File: config.mk
export PLATFORM = sky130hd
export DESIGN_NAME = instr_fetch_unit
export DESIGN_NICKNAME = d
export VERILOG_FILES = /design/src/rtl/cpu_pkg.sv /design/src/rtl/pc_reg.sv /design/src/rtl/instr_fetch_unit.sv
export SDC_FILE = /design/constraint.sdc
export NUM_CORES = 1
export LEC_CHECK = 0
export ABC_AREA = 0
export CAP_MARGIN = 10
export CORE_MARGIN = 2
export CORE_UTILIZATION = 30
export CTS_CLUSTER_SIZE = 40
export DETAILED_ROUTE_END_ITERATION = 8
export PLACE_DENSITY = 0.72
export SETUP_SLACK_MARGIN = 0.1
export SKIP_CTS_REPAIR_TIMING = 1
export SLEW_MARGIN = 10
export SYNTH_ARGS = -nofsm -noshare
export SYNTH_HDL_FRONTEND = slang
export SYNTH_SLANG_ARGS = --single-unit
File: constraint.sdc
create_clock -name Clk -period 1.4 [get_ports Clk]
set_input_delay 0.35 -clock Clk [delete_from_list [all_inputs] [get_ports Clk]]
set_output_delay 0.35 -clock Clk [all_outputs]
set_load 0.005 [all_outputs]
File: src/rtl/cpu_pkg.sv
// Shared CPU definitions: instruction field layout, opcode values and fetch FSM states.
// HALT_DETECT_EN adds the S_HALT fetch state.
package cpu_pkg;

    localparam int OPCODE_W    = 3;
    localparam int INSTR_W     = 8;
    localparam int OPERAND_W   = INSTR_W - OPCODE_W;
    localparam int OPCODE_MSB  = INSTR_W - 1;
    localparam int OPCODE_LSB  = INSTR_W - OPCODE_W;
    localparam int OPERAND_MSB = OPCODE_LSB - 1;

    localparam logic [OPCODE_W-1:0] OP_NOP = 3'b000;
    localparam logic [OPCODE_W-1:0] OP_LD  = 3'b001;
    localparam logic [OPCODE_W-1:0] OP_ADD = 3'b010;
    localparam logic [OPCODE_W-1:0] OP_HLT = 3'b111;

    typedef enum logic [1:0] {
        S_FETCH = 2'd0,
        S_ISSUE = 2'd1,
        S_WAIT  = 2'd2
`ifdef HALT_DETECT_EN
        ,
        S_HALT  = 2'd3
`endif
    } fetch_state_e;

endpackage

File: src/rtl/pc_reg.sv
// Program counter register: jump load has priority over increment; increment wraps modulo 2^ADDR_W.
module pc_reg #(
    parameter int          ADDR_W   = 5,
    parameter int unsigned RESET_PC = 0
) (
    input  logic              clk,
    input  logic              reset,
    input  logic              load,
    input  logic              inc,
    input  logic [ADDR_W-1:0] load_addr,
    output logic [ADDR_W-1:0] pc
);

    localparam logic [ADDR_W-1:0] RESET_VAL = ADDR_W'(RESET_PC);
    localparam logic [ADDR_W-1:0] ONE       = {{(ADDR_W-1){1'b0}}, 1'b1};

    logic [ADDR_W-1:0] pc_d;
    logic [ADDR_W-1:0] pc_q;

    // Next PC selection
    always_comb begin
        pc_d = pc_q;
        if (load) begin
            pc_d = load_addr;
        end else if (inc) begin
            pc_d = pc_q + ONE;
        end else begin
            pc_d = pc_q;
        end
    end

    // PC storage
    always_ff @(posedge clk) begin
        if (reset) begin
            pc_q <= RESET_VAL;
        end else begin
            pc_q <= pc_d;
        end
    end

    assign pc = pc_q;

endmodule

File: src/rtl/instr_fetch_unit.sv
// Instruction fetch unit: fetches over a req/valid handshake, splits opcode/operand, pulses En, then advances PC.
// HALT_DETECT_EN stops fetching on an OP_HLT instruction until Reset.
module instr_fetch_unit
    import cpu_pkg::*;
#(
    parameter int          ADDR_W   = 5,
    parameter int          DATA_W   = INSTR_W,
    parameter int unsigned RESET_PC = 0
) (
    input  logic                  Clk,
    input  logic                  Reset,
    input  logic                  Run,
    output logic                  Imem_req,
    output logic [ADDR_W-1:0]     Imem_addr,
    input  logic                  Imem_valid,
    input  logic [DATA_W-1:0]     Imem_data,
    output logic [OPCODE_W-1:0]   Opcode,
    output logic [DATA_W-4:0]     Operand,
    output logic                  En,
    input  logic                  Exec_done,
    input  logic                  Jump_en,
    input  logic [ADDR_W-1:0]     Jump_addr,
    output logic [ADDR_W-1:0]     PC,
    output logic                  Halted
);

    fetch_state_e          state_d, state_q;
    logic                  imem_req_d, imem_req_q;
    logic                  en_d, en_q;
    logic [OPCODE_W-1:0]   opcode_d, opcode_q;
    logic [DATA_W-4:0]     operand_d, operand_q;
    logic                  pc_load_s;
    logic                  pc_inc_s;
    logic [ADDR_W-1:0]     pc_s;
    logic [OPCODE_W-1:0]   fetched_opcode_s;

    assign fetched_opcode_s = Imem_data[DATA_W-1 -: OPCODE_W];

`ifdef HALT_DETECT_EN
    logic halted_d, halted_q;
`endif

    pc_reg #(
        .ADDR_W   (ADDR_W),
        .RESET_PC (RESET_PC)
    ) u_pc_reg (
        .clk       (Clk),
        .reset     (Reset),
        .load      (pc_load_s),
        .inc       (pc_inc_s),
        .load_addr (Jump_addr),
        .pc        (pc_s)
    );

    // Fetch FSM next-state and registered-output logic
    always_comb begin
        state_d    = state_q;
        imem_req_d = imem_req_q;
        en_d       = 1'b0;
        opcode_d   = opcode_q;
        operand_d  = operand_q;
        pc_load_s  = 1'b0;
        pc_inc_s   = 1'b0;
`ifdef HALT_DETECT_EN
        halted_d   = halted_q;
`endif
        case (state_q)
            S_FETCH: begin
                if (imem_req_q) begin
                    if (Imem_valid) begin
                        opcode_d   = fetched_opcode_s;
                        operand_d  = Imem_data[DATA_W-4:0];
                        imem_req_d = 1'b0;
`ifdef HALT_DETECT_EN
                        if (fetched_opcode_s == OP_HLT) begin
                            state_d  = S_HALT;
                            halted_d = 1'b1;
                        end else begin
                            state_d = S_ISSUE;
                            en_d    = 1'b1;
                        end
`else
                        state_d = S_ISSUE;
                        en_d    = 1'b1;
`endif
                    end else begin
                        imem_req_d = 1'b1;
                    end
                end else begin
                    imem_req_d = Run;
                end
            end
            S_ISSUE: begin
                state_d = S_WAIT;
            end
            S_WAIT: begin
                if (Exec_done) begin
                    // Request the next word on the same edge the PC moves, giving a 3-cycle minimum period
                    state_d    = S_FETCH;
                    imem_req_d = Run;
                    if (Jump_en) begin
                        pc_load_s = 1'b1;
                    end else begin
                        pc_inc_s = 1'b1;
                    end
                end else begin
                    state_d = S_WAIT;
                end
            end
`ifdef HALT_DETECT_EN
            S_HALT: begin
                imem_req_d = 1'b0;
                halted_d   = 1'b1;
            end
`endif
            default: begin
                state_d    = S_FETCH;
                imem_req_d = 1'b0;
            end
        endcase
    end

    // Fetch FSM state and output registers
    always_ff @(posedge Clk) begin
        if (Reset) begin
            state_q    <= S_FETCH;
            imem_req_q <= 1'b0;
            en_q       <= 1'b0;
            opcode_q   <= {OPCODE_W{1'b0}};
            operand_q  <= {(DATA_W-3){1'b0}};
`ifdef HALT_DETECT_EN
            halted_q   <= 1'b0;
`endif
        end else begin
            state_q    <= state_d;
            imem_req_q <= imem_req_d;
            en_q       <= en_d;
            opcode_q   <= opcode_d;
            operand_q  <= operand_d;
`ifdef HALT_DETECT_EN
            halted_q   <= halted_d;
`endif
        end
    end

    assign Imem_req  = imem_req_q;
    assign Imem_addr = pc_s;
    assign PC        = pc_s;
    assign En        = en_q;
    assign Opcode    = opcode_q;
    assign Operand   = operand_q;
`ifdef HALT_DETECT_EN
    assign Halted    = halted_q;
`else
    assign Halted    = 1'b0;
`endif

endmodule

==> results of run 1 <==
## worst register-to-register path, stage by stage, from the launching register on
cell and delay, ns:
dfxtp_4 0.36, buf_4 0.13, buf_4 0.14, ha_4 0.16
nor3b_1 0.13, o21ai_0 0.16, a21oi_1 0.08
## worst max-delay path by stage
stage,startpoint,end,slack (ns),depth (start not counted)
final,u_pc_reg.pc[0],u_pc_reg.pc[2],0.13,6
after global routing,u_pc_reg.pc[0],u_pc_reg.pc[2],0.05,6
after CTS,u_pc_reg.pc[0],Imem_addr[0],-0.24,1
after floorplan,state_q[1],Imem_req,0.29,3
after detailed placement,Exec_done,Imem_req,-0.18,4
after global placement,Exec_done,Imem_req,-0.13,4
## cell usage in the layout, fill, tap and decap left out, drive strengths merged, types with 2 or more instances in the layout
cell	Yosys	layout
dfxtp	17	17
o21ai	6	6
clkdlybuf4s50	0	17
nor2b	2	2
o31a	2	2
nand2	20	20
nand3	3	3
nor2	5	5
a31oi	4	4
clkbuf	2	3
a21oi	9	9
a211oi	2	2
a21o	2	2
and2	2	2
buf	9	13
dlymetal6s2s	0	21
## metrics by stage
step | setup WS, ns | cells | utilization [%]
floorplan | 0.286 | 97 | -
global placement | -0.125 | 161 | 47.8
detailed placement | -0.185 | 161 | 47.8
CTS | -0.238 | 165 | 48.9
global route | 0.0491 | 171 | 54.3
finish | 0.130 | 171 | 54.3
## area by class of cell
| type | instances | share of cell area (%) |
|---|---|---|
| timing repair buffer | 51 | 38.8 |
| clock inverter | 1 | 0.366 |
| clock buffer | 3 | 1.65 |
| tap | 30 | 2.74 |
| multi-input combinational | 69 | 30.0 |
| sequential | 17 | 26.5 |
## Yosys cell counts (all sizes together), types with 2 or more instances
cell type / instances
a211oi: 2
clkbuf: 2
nand2: 20
buf: 9
a31oi: 4
nor2b: 2
a21o: 2
o31a: 2
o21ai: 6
a21oi: 9
dfxtp: 17
and2: 2
nand3: 3
nor2: 5
## layer usage
metal  part of all wire, %  global-route usage (%)  vias to the layer above  routed length (um)
met4                     0                    3.06                        0                   0
met2                    51                    22.2                       40                1140
met5                     0                       0                        -                   0
met1                    41                    15.5                      379                 923
met3                   7.8                    4.19                        0                 176
li1                      -                       -                      414                   -
## cells by family (layout without fill, tap and decap cells)
family          after synthesis  count (layout)  synth area share (%)
mux                           1               1                  1.23
other cells                   1               1                 0.461
simple gates                 41              41                  26.5
fa+ha+maj                     1               1                  1.54
flops                        17              17                  41.8
compound gates               25              25                  18.9
buf+inv                      11              55                  9.54
## report_power, final
group	internal (mW)	switching [mW]
logic	0.114	0.0695
registers	0.500	0.0122
clock network	0.106	0.153
total	0.720	0.234
==> results.yml, run 1 <==
synth:
  synth_seq_cells: 17
  synth_top_area_share_pct: 41.8
  synth_top_area_cell: "dfxtp_1"
  async_flop_share_pct: 0
  avgSynthCellArea_um2: 8.38
  synth_edf_count: 0
  netlist_area_um2: 813
  yosys_warnings: 0
  ys.flop_type: "dfxtp_1"
  netlist-cell-type-count: 31
  syn_nets: 117
  synth_seq_area_share_pct: 41.8
  synthCells: 97
  synthTopCellsByArea: "dfxtp_1 (42%), nand2_1 (9.2%), a21oi_1 (5.5%), buf_4 (5.5%), o21ai_0 (3.7%)"
layout:
  antenna_cells: 0
  seqCellArea_um2: 363
  fillers: 254
  multi_input_area_um2: 410
  design_area_um2: 1370
  finalNetCount: 162
  drive_gt1_share_pct: 26.2
  areaGrowthSynthToFinish_pct: 68.3
detailed_routing:
  firstDrtPassIters: 4
  finalWirelength_mm: 2.24
  wl_per_cell_um: 13.1
  drt-initial-drc-count: 16
  viasPerCell: 4.87
  vias: 833
  final_antenna_net_count: 0
  drc_errors: 0
timing:
  max_freq_mhz: 787
  final_period_minus_worst_setup_slack_ns: 1.27
  tns_ns: 0
  report.final.hold_viol_count: 0
  rsz0062_at_grt: "no"
  fin_worst_skew_ns: 0.00157
  setup_violations: 0
  timing.hold.ws_ns: 0.459
  fin_crit_sh_pct: 90.7
  timing.final.max_slew_violations: 0
global_routing:
  antenna_found_initial: 0
  grt_overflow_total: 0
  grt_max_degree: 12
  grt_util_all_layers_pct: 12.9
  grt_pass1_vias: 793
  grt_first_pass_wirelength_mm: 3.35
status:
  status: "completed"
worst_setup_path:
  crit_path_start_kind: "register"
  cp.arrival_ns: 1.45
  cp_max_fo: 4
  slowest_delay_ns: 0.36
  ff2ff_setup_slack_ns: 0.13
  crit_type: "register to register"
  reg2reg_to: "u_pc_reg.pc[2]"
  crit_path_end_kind: "register"
  r2r-start: "u_pc_reg.pc[0]"
  cp_common_cell: "buf_4"
  r2r_cells: 6
  crit_chain: "buf_4 -> buf_4 -> ha_4 -> nor3b_1 -> o21ai_0 -> a21oi_1"
  critPathRequiredTime_ns: 1.58
  slowest_stage: "dfxtp_4"
  crit_family: "flip-flops"
  cp.buffers_inverters: 2
placement:
  place.gp.congestion: 0.754
  dpl.hpwl_mm: 1.54
  port_buffers: 38
  place_area_um2: 1210
run:
  maxCapViolCount: 0
floorplan:
  ios: 40
  start_util_pct: 32.2
  dieArea_um2: 3140
  die_h_um: 56.1
  fp.dieW_um: 56.1
  fp.coreArea_um2: 2520
  placementRows: 18
power_and_ir_drop:
  pwr_density_cell_nw_per_um2: 697
  vdd_drop_max_uv: 445
  power.static_leakage_nw: 0.859
  finalPower_mw: 0.954
clock_network:
  cts_buffers: 3
  cts_tree: "yes"
  clockBufferDepth: 2
  root_buffer: "clkbuf_4"
  clk-insertion-delay-late_ns: 0.28
  cts.sinks: 17
  path_clk_slew_ns: 0.10
  h-tree-depth: 1
worst_hold_path:
  hp-start: "Operand[2]"
  hold_end: "Operand[2]"
  hold_path.class: "register to register"
  hold_depth: 2
Power figures use the tool's default switching activity.
==> run 2: changes to the inputs <==
==> constraint.sdc (replaced) <==
create_clock -name Clk -period 1.4 [get_ports Clk]
set_input_delay 0.35 -clock Clk [delete_from_list [all_inputs] [get_ports Clk]]
set_output_delay 0.35 -clock Clk [all_outputs]
set_load 0.01 [all_outputs]
==> run 2 against run 1 <==
Against the previous run:
- maximum frequency rose by 5.7%
- sequential power rose by 0.8%
- sequential share of layout area rose by 0.20 points
- non-clock buffer count fell by 5
- core utilization fell by 2.6 points
- worst hold slack got worse by 0.0035 ns
- routed wire length fell by 16%
- clock power fell by 5%
- critical path depth fell by 2
- first-iteration DRC count rose by 6.3%
- total power fell by 1.6%
- critical endpoint is now u_pc_reg.pc[3]
- largest cell class unchanged
- largest power group unchanged
==> results.yml, run 2 (synthesis results as in run 1) <==
timing:
  fin_worst_skew_ns: 0.00124
  final_period_minus_worst_setup_slack_ns: 1.20
  timing.final.max_slew_violations: 0
  setup_violations: 0
  max_freq_mhz: 832
  tns_ns: 0
  rsz0062_at_grt: "no"
  report.final.hold_viol_count: 0
  fin_crit_sh_pct: 85.9
detailed_routing:
  final_antenna_net_count: 0
  drt-initial-drc-count: 17
  firstDrtPassIters: 4
  viasPerCell: 4.72
  finalWirelength_mm: 1.89
  drc_errors: 0
  wl_per_cell_um: 11.4
  vias: 784
floorplan:
  start_util_pct: 32.2
  die_h_um: 56.1
  ios: 40
  fp.coreArea_um2: 2520
  placementRows: 18
  fp.dieW_um: 56.1
  dieArea_um2: 3140
worst_setup_path:
  ff2ff_setup_slack_ns: 0.21
  crit_type: "input port to register"
  reg2reg_to: "u_pc_reg.pc[2]"
  r2r-start: "u_pc_reg.pc[0]"
  cp.buffers_inverters: 2
  cp.arrival_ns: 1.40
  crit_chain: "clkdlybuf4s50_1 -> buf_4 -> o31a_1 -> o21ai_0"
  cp_max_fo: 11
  slowest_delay_ns: 0.43
  slowest_stage: "clkdlybuf4s50_1"
  crit_path_end_kind: "register"
  r2r_cells: 5
  critPathRequiredTime_ns: 1.60
  crit_family: "buffers and inverters"
  crit_path_start_kind: "input port"
layout:
  multi_input_area_um2: 398
  finalNetCount: 157
  layout_commonest_cell: "dlymetal6s2s_1"
  most-common-layout-cells: "dlymetal6s2s_1 (21), nand2_1 (20), clkdlybuf4s50_1 (17), dfxtp_1 (11), a21oi_1 (9)"
  design_area_um2: 1300
  fin_util_pct: 51.6
  seqCellArea_um2: 348
  drive_gt1_share_pct: 17.6
  areaGrowthSynthToFinish_pct: 60.2
  fillers: 246
  layout.cells.non_filler: 166
  antenna_cells: 0
placement:
  place.gp.congestion: 0.750
  dpl.hpwl_mm: 1.45
  port_buffers: 38
  place_area_um2: 1210
  dp_cells: 162
global_routing:
  met3_usage_pct: 4.88
  grt_overflow_total: 0
  antenna_found_initial: 0
  busiest_layer: "met2"
  met2_usage_pct: 19.2
  grt.met1_usage_pct: 14.8
  grt_first_pass_wirelength_mm: 3.11
  grt_max_degree: 12
  grt_pass1_vias: 728
  grt_util_all_layers_pct: 12.1
power_and_ir_drop:
  vdd_drop_max_uv: 509
  pwr_density_cell_nw_per_um2: 721
  power.switching_mw: 0.217
  switching_share_pct: 23.1
  power.static_leakage_nw: 0.829
  p_seq_share_pct: 55.0
  internal_power_mw: 0.722
  p_comb_share_pct: 18.9
  power_frac_clock_pct: 26.1
clock_network:
  h-tree-depth: 1
  clockBufferDepth: 2
  root_buffer: "clkbuf_4"
  cts_tree: "yes"
  cts_buffers: 3
  cts.sinks: 17
  path_clk_slew_ns: 0.09
  clk-insertion-delay-late_ns: 0.27
worst_hold_path:
  hold_depth: 2
  hold_path.class: "register to register"
  hp-start: "Operand[2]"
  hold_end: "Operand[2]"
status:
  status: "completed"
run:
  maxCapViolCount: 0
==> run 2: layer usage <==
metal	share of wire, %	vias to the layer above
li1	-	412
met1	44	338
met2	46	34
met3	9.8	0
met4	0	0
met5	0	-
==> run 2: through the flow <==
| stage | worst slack, ns | hold WS [ns] | power [mW] |
|---|---|---|---|
| 2_1_floorplan | 0.246 | 0.478 | 0.608 |
| 3_3_place_gp | -0.126 | 0.442 | 0.707 |
| 3_5_place_dp | -0.197 | 0.449 | 0.709 |
| 4_1_cts | -0.233 | 0.462 | 0.962 |
| 5_1_grt | 0.0999 | 0.493 | 1.00 |
| 6_report | 0.198 | 0.456 | 0.939 |
==> run 2: how the worst max path moves through the flow <==
stage / startpoint / to / slack, ns / cells past startpoint
after floorplan: u_pc_reg.pc[0] / u_pc_reg.pc[4] / 0.25 / 4
after global placement: Exec_done / Imem_req / -0.13 / 4
after detailed placement: Exec_done / Imem_req / -0.20 / 4
after CTS: u_pc_reg.pc[3] / Imem_addr[3] / -0.23 / 1
after global routing: u_pc_reg.pc[0] / u_pc_reg.pc[4] / 0.1 / 5
final: Jump_en / u_pc_reg.pc[3] / 0.20 / 4
==> run 2: power by group through the flow <==
stage                     registers (mW)  clock network [mW]  logic (mW)
after floorplan                    0.533                   0      0.0749
after global routing               0.520               0.286       0.194
after detailed placement           0.527                   0       0.182
after global placement             0.526                   0       0.181
final                              0.517               0.245       0.177
after CTS                          0.516               0.262       0.184
==> run 2: area by class of cell <==
cell class / instances / share of cell area (%)
multi-input combinational: 69 / 30.5
sequential: 17 / 26.7
clock buffer: 4 / 2.02
timing repair buffer: 46 / 37.8
tap: 30 / 2.88
==> run 2: worst register-to-register path, cell delays in order, from the launching register on <==
cell and delay (ns):
dfxtp_2 0.33, buf_4 0.14, ha_1 0.23, nor3b_1 0.14, o21ai_0 0.16, a21oi_1 0.08
